### src/rtl/stride_line_gather.sv
// Receive-side strided gather: consumes ascending aligned lines of a strided
// request and emits a dense, indexed element stream, merging line-straddling elements.
module stride_line_gather #(
  parameter int ADDR_W   = 64,
  parameter int COUNT_W  = 16,
  parameter int CL_BYTES = 128,
  parameter int MAX_EB   = 8
) (
  input  logic                  clk,
  input  logic                  rst,
  input  logic                  start,
  input  logic [ADDR_W-1:0]     base_addr,
  input  logic [ADDR_W-1:0]     stride,
  input  logic [3:0]            elem_bytes,
  input  logic [COUNT_W-1:0]    elem_count,
  output logic                  busy,
  input  logic                  line_valid,
  output logic                  line_ready,
  input  logic [ADDR_W-1:0]     line_addr,
  input  logic [CL_BYTES*8-1:0] line_data,
  input  logic                  line_last,
  output logic                  elem_valid,
  input  logic                  elem_ready,
  output logic [MAX_EB*8-1:0]   elem_data,
  output logic [COUNT_W-1:0]    elem_idx,
  output logic                  elem_last,
  output logic                  err
);
  localparam int OFF_W = $clog2(CL_BYTES);
  localparam int HC_W  = $clog2(MAX_EB);
  localparam int EW    = MAX_EB * 8;
  localparam logic [1:0] S_IDLE = 2'd0, S_WAIT = 2'd1, S_EXTR = 2'd2;

  logic [1:0]            state;
  logic [ADDR_W-1:0]     e, exp_line, stride_r;
  logic [3:0]            eb_r;
  logic [COUNT_W-1:0]    cnt, n_r;
  logic                  partial;
  logic [EW-1:0]         hold;
  logic [HC_W-1:0]       hold_cnt;
  logic [CL_BYTES*8-1:0] buf_data;
  logic                  buf_last;

  logic [ADDR_W-1:0]     off;
  logic [CL_BYTES*8-1:0] shifted;
  logic [EW-1:0]         win, merged, mask;
  logic                  exhausted, fits, eb_ok, accept, can_load;

  assign busy       = (state != S_IDLE);
  assign line_ready = (state == S_WAIT);

  // off wraps modulo 2^ADDR_W; while partial it is meaningless and ignored
  assign off       = e - exp_line;
  assign exhausted = off >= ADDR_W'(CL_BYTES);
  assign fits      = ({1'b0, off[OFF_W-1:0]} + (OFF_W+1)'(eb_r)) <= (OFF_W+1)'(CL_BYTES);
  assign shifted   = buf_data >> {off[OFF_W-1:0], 3'b000};
  assign win       = shifted[EW-1:0];
  assign merged    = hold | (buf_data[EW-1:0] << {hold_cnt, 3'b000});
  assign mask      = ~({EW{1'b1}} << {eb_r, 3'b000});
  assign eb_ok     = (elem_bytes == 4'd1) || (elem_bytes == 4'd2) ||
                     (elem_bytes == 4'd4) || (elem_bytes == 4'd8);
  assign accept    = elem_valid & elem_ready;
  assign can_load  = ~elem_valid | elem_ready;

  always_ff @(posedge clk)
    if (state == S_WAIT && line_valid) begin
      buf_data <= line_data;
      buf_last <= line_last;
    end

  always_ff @(posedge clk) begin
    if (rst) begin
      state      <= S_IDLE;
      partial    <= 1'b0;
      elem_valid <= 1'b0;
      elem_data  <= '0;
      elem_idx   <= '0;
      elem_last  <= 1'b0;
      err        <= 1'b0;
      e          <= '0;
      exp_line   <= '0;
      stride_r   <= '0;
      eb_r       <= '0;
      cnt        <= '0;
      n_r        <= '0;
      hold       <= '0;
      hold_cnt   <= '0;
    end else begin
      case (state)
        S_IDLE: if (start) begin
          if (elem_count == '0) err <= 1'b0;
          else if (!eb_ok || stride < ADDR_W'(elem_bytes)) err <= 1'b1;
          else begin
            err      <= 1'b0;
            state    <= S_WAIT;
            e        <= base_addr;
            cnt      <= '0;
            exp_line <= base_addr & ~ADDR_W'(CL_BYTES - 1);
            partial  <= 1'b0;
            stride_r <= stride;
            eb_r     <= elem_bytes;
            n_r      <= elem_count;
          end
        end
        S_WAIT: if (line_valid) begin
          if (line_addr != exp_line) begin
            err   <= 1'b1;
            state <= S_IDLE;
          end else state <= S_EXTR;
        end
        S_EXTR: if (can_load) begin
          // element index/address advance when an element is loaded into the output slot
          elem_valid <= 1'b0;
          if (accept && elem_last) begin
            if (!buf_last) err <= 1'b1;
            state <= S_IDLE;
          end else if (partial || (!exhausted && fits)) begin
            elem_valid <= 1'b1;
            elem_data  <= (partial ? merged : win) & mask;
            elem_idx   <= cnt;
            elem_last  <= (cnt == n_r - 1'b1);
            cnt        <= cnt + 1'b1;
            e          <= e + stride_r;
            partial    <= 1'b0;
          end else begin
            if (!exhausted) begin
              hold     <= win;
              hold_cnt <= HC_W'(ADDR_W'(CL_BYTES) - off);
              partial  <= 1'b1;
            end
            if (buf_last) begin
              err   <= 1'b1;
              state <= S_IDLE;
            end else begin
              exp_line <= exp_line + ADDR_W'(CL_BYTES);
              state    <= S_WAIT;
            end
          end
        end
        default: state <= S_IDLE;
      endcase
    end
  end
endmodule

### config.mk
export PLATFORM = sky130hd
export DESIGN_NAME = stride_line_gather
export DESIGN_NICKNAME = d
export VERILOG_FILES = /design/src/rtl/stride_line_gather.sv
export SDC_FILE = /design/constraint.sdc
export NUM_CORES = 2
export LEC_CHECK = 0
export CAP_MARGIN = 20
export CORE_AREA = 2 2 513 515
export CTS_CLUSTER_SIZE = 8
export DETAILED_ROUTE_END_ITERATION = 7
export DIE_AREA = 0 0 515 517
export GPL_TIMING_DRIVEN = 0
export PLACE_DENSITY = 0.57
export SYNTH_ARGS = -nofsm -noshare
export SYNTH_HDL_FRONTEND = slang
export SYNTH_SLANG_ARGS = --single-unit
### constraint.sdc
create_clock -name clk -period 42.9 [get_ports clk]
set_input_delay 10.725 -clock clk [delete_from_list [all_inputs] [get_ports clk]]
set_output_delay 10.725 -clock clk [all_outputs]
set_load 0.01 [all_outputs]
==> impl_metrics.env <==
export IMPL_rsz0062_at_grt="false"
export IMPL_numCtsBuffers=204
export IMPL_cts_setup_buffers=0
export IMPL_grt_max_degree=80
export IMPL_grt_pass1_vias=85900
export IMPL_clock_latency_ns=0.93
export IMPL_vias_per_cell=7.49
export IMPL_ys_seq_area_share_pct=39.1
export IMPL_cts_root_buf="clkbuf_16"
export IMPL_finalInstanceArea_um2=124000
export IMPL_die_h_um=517
export IMPL_peakVddDrop_mv=0.0451
export IMPL_syn_area_per_cell_um2=13.7
export IMPL_muxShareOfSynthArea_pct=38.8
export IMPL_cpLargestDelayFamily="buffers and inverters"
export IMPL_post_place_ws_ns=26.23
export IMPL_die_area_um2=266000
export IMPL_max_cap_violations=0
export IMPL_synth_compound_area_share_pct=8.01
export IMPL_fin_skew_ns=0.0861
export IMPL_synthXorXnorAreaFrac_pct=1.52
export IMPL_drive_gt1_share_pct=25.3
export IMPL_cp_end_kind="flop"
export IMPL_powerDensity_nw_per_um2=54.7
export IMPL_cp_start_kind="input port"
export IMPL_failed_checks="design-rule violations"
export IMPL_wl_um=687000
export IMPL_drc=30
export IMPL_tightest_slew_ns=1.38
export IMPL_outcome="finished with violations"
export IMPL_hpwl_um=579000
export IMPL_crit_chain="clkdlybuf4s50_1, ha_1, nor4_2, buf_4, nand4_1, nor4_1, a21oi_1, and2_1, and3_1, clkbuf_1, a2bb2oi_1, buf_4, nand2_1, a21oi_2, clkbuf_1, buf_1, nand2_1, nand3_1, o21ai_0"
export IMPL_cp_slowest_stage_delay_ns=0.66
export IMPL_ctsHoldBuffers=0
export IMPL_core_um2=261000
export IMPL_synth_seq_cells=1399
export IMPL_final_cells=12400
export IMPL_h_tree_depth=4
export IMPL_yosys_area_share_simple_pct=7.65
export IMPL_power_leakage_uw=0.0399
export IMPL_period_needed_ns=16.10
export IMPL_clock_sinks=1399
export IMPL_setup_violations=0
export IMPL_power_total_uw=6780
export IMPL_max_slew_margin_pct=7.77
export IMPL_path_clk_slew_ns=0.05
export IMPL_hp_class="flop to flop"
export IMPL_first_pass_iters=8
export IMPL_rows=188
export IMPL_place_area_um2=118000
export IMPL_cts_tree="yes"
export IMPL_crit_type="input port to flop"
export IMPL_gr_total_overflow=0
export IMPL_synth_fa_ha_area_share_pct=1.78
export IMPL_post_route_period_util_pct=37.5
export IMPL_cp_slowest_cell="a2bb2oi_1"
export IMPL_path_buf_inv=6
export IMPL_critPathArrivalTime_ns=16.84
export IMPL_wire_per_inst_um=55.5
export IMPL_synthesis_nets=8503
export IMPL_timing_hold_violations_final=0
export IMPL_io_buffers=1326
export IMPL_ys_types=96
export IMPL_yosys_warnings=0
export IMPL_grt_pass1_wl_um=868000
export IMPL_critPathMaxFanout=10
export IMPL_required_ns=43.63
export IMPL_placedCellCount=12000
export IMPL_synth_edf_count=1025
export IMPL_cts_resized=0
export IMPL_syn2layout_area_growth_pct=26.7
export IMPL_synth_top_flop_cell="edfxtp_1"
export IMPL_vias=92700
export IMPL_fillers=22900
export IMPL_setup_slack_ns=26.80
export IMPL_num_nets_final=10200
export IMPL_synth_async_sr_flop_share_pct=0
export IMPL_grt_usage_pct=50.4
export IMPL_die_x_um=515
export IMPL_slew_viol_final=0
export IMPL_drt_iter0_markers=17000
export IMPL_synth_top_family_by_area="multiplexers"
export IMPL_max_freq_mhz=62.1
export IMPL_clk_path_buf_depth=4
export IMPL_place_gp_congestion=1.20
export IMPL_synth_cells=7123
export IMPL_initial_core_util_pct=37.4
export IMPL_pin_count=1327
export IMPL_netlist_area_um2=97800
export IMPL_tns_ns=0
export IMPL_postRouteAntennaNets=0
export IMPL_antenna_found_initial=149
metrics by stage:
step | hold slack [ns] | utilization [%]
after floorplan | 0.440 | -
after global placement | 0.452 | 44.2
after detailed placement | 0.458 | 45.1
after CTS | 0.466 | 47.2
after global routing | 0.485 | 47.4
final | 0.465 | 47.5
power by group:
group / total (uW) / internal (uW) / switching [uW]
logic: 3400 / 1230 / 2170
clock network: 1460 / 855 / 600
registers: 1930 / 1640 / 285
logic make-up (layout without fill, tap and decap cells):
kind of cell | count (synthesis) | in the layout
buffers and inverters | 753 | 2502
adders and majority gates | 138 | 138
AOI/OAI and AO/OA | 1238 | 1238
muxes | 1835 | 1835
xor gates and xnor gates | 170 | 170
and+or+nand+nor | 1588 | 1588
DFF | 1399 | 1399
other | 2 | 91
Yosys cell counts, drive strengths merged (20+ instances only):
cell     count  area (um2)
o2111ai     39         342
nand3      146         731
inv        106         398
o21ai      280        1410
or3         20         125
nand2      488        1830
edfxtp    1025       30800
mux2i      216        2160
or2         20         125
nand4       81         507
o31ai       20         150
and3        23         144
xor2        80         701
dfxtp      374        7490
xnor2       90         788
mux4      1560       35100
nor3        58         295
nor2       443        1670
o21a        24         180
a221oi      26         259
o221ai      25         219
a31oi       51         319
nand2b      98         613
o211ai      22         170
ha         136        1700
a21o        61         458
a21oi      408        2050
a211oi     137        1040
nor2b       64         400
and2        33         206
clkbuf     454        1710
mux2        59         664
buf        192         881
nor4        67         432
worst paths after layout:
path	slack, ns	from	end	depth (start not counted)
min	0.46	stride_r[48]$_SDFFE_PP0P_	stride_r[48]$_SDFFE_PP0P_	2
max	26.80	stride[3]	exp_line[23]$_SDFFE_PP0P_	19
max reg2reg	34.37	e[1]$_SDFFE_PP0P_	elem_data[61]$_SDFFE_PP0P_	16
min reg2reg	0.46	stride_r[48]$_SDFFE_PP0P_	stride_r[48]$_SDFFE_PP0P_	2
flip-flops by register name, summed over array words and instances, names as in the netlist, 57 cells and up:
name       flops
exp_line      57
stride_r      64
elem_data     64
hold          64
buf_data    1024
e             64
cell usage in the layout (no fill, tap or decap), drive strengths merged, types with 64 or more instances in the layout:
| cell type | synthesis | layout |
|---|---|---|
| edfxtp | 1025 | 1025 |
| o21ai | 280 | 280 |
| nand4 | 81 | 81 |
| clkdlybuf4s50 | 0 | 1326 |
| nand2 | 488 | 488 |
| xnor2 | 90 | 90 |
| nor2 | 443 | 443 |
| nand2b | 98 | 98 |
| nor2b | 64 | 64 |
| mux4 | 1560 | 1560 |
| xor2 | 80 | 80 |
| clkbuf | 454 | 692 |
| diode | 0 | 89 |
| a21oi | 408 | 408 |
| ha | 136 | 136 |
| nor4 | 67 | 67 |
| dfxtp | 374 | 374 |
| a211oi | 137 | 137 |
| inv | 106 | 111 |
| mux2i | 216 | 216 |
| buf | 192 | 366 |
| nand3 | 146 | 146 |
worst reg2reg max path: cells and delay by family (launching register included):
family,cells,cell delay (ns)
fa+ha+maj,1,0.59
mux,2,0.92
flops,1,0.35
simple gates,2,0.19
compound gates,5,2.38
buf+inv,6,4.03
area by class of cell:
type | count | area [um2] | area share [%]
Antenna cell | 89 | 223 | 0.180
Buffer | 646 | 2720 | 2.20
Clock buffer | 238 | 5310 | 4.29
Clock inverter | 11 | 136 | 0.110
Inverter | 107 | 402 | 0.324
Multi-Input combinational cell | 4971 | 56600 | 45.6
Sequential cell | 1399 | 38300 | 30.9
Tap cell | 3420 | 4280 | 3.45
Timing Repair Buffer | 1500 | 16000 | 12.9
metal layers:
layer | track usage (%) | part of all wire [%] | vias to the layer above
met3 | 23.7 | 14 | 2589
li1 | - | - | 33000
met2 | 72.2 | 42 | 9684
met1 | 56.8 | 33 | 47300
met5 | 1.84 | 0.20 | -
met4 | 41.8 | 11 | 99
(Power assumes the default switching activity.)
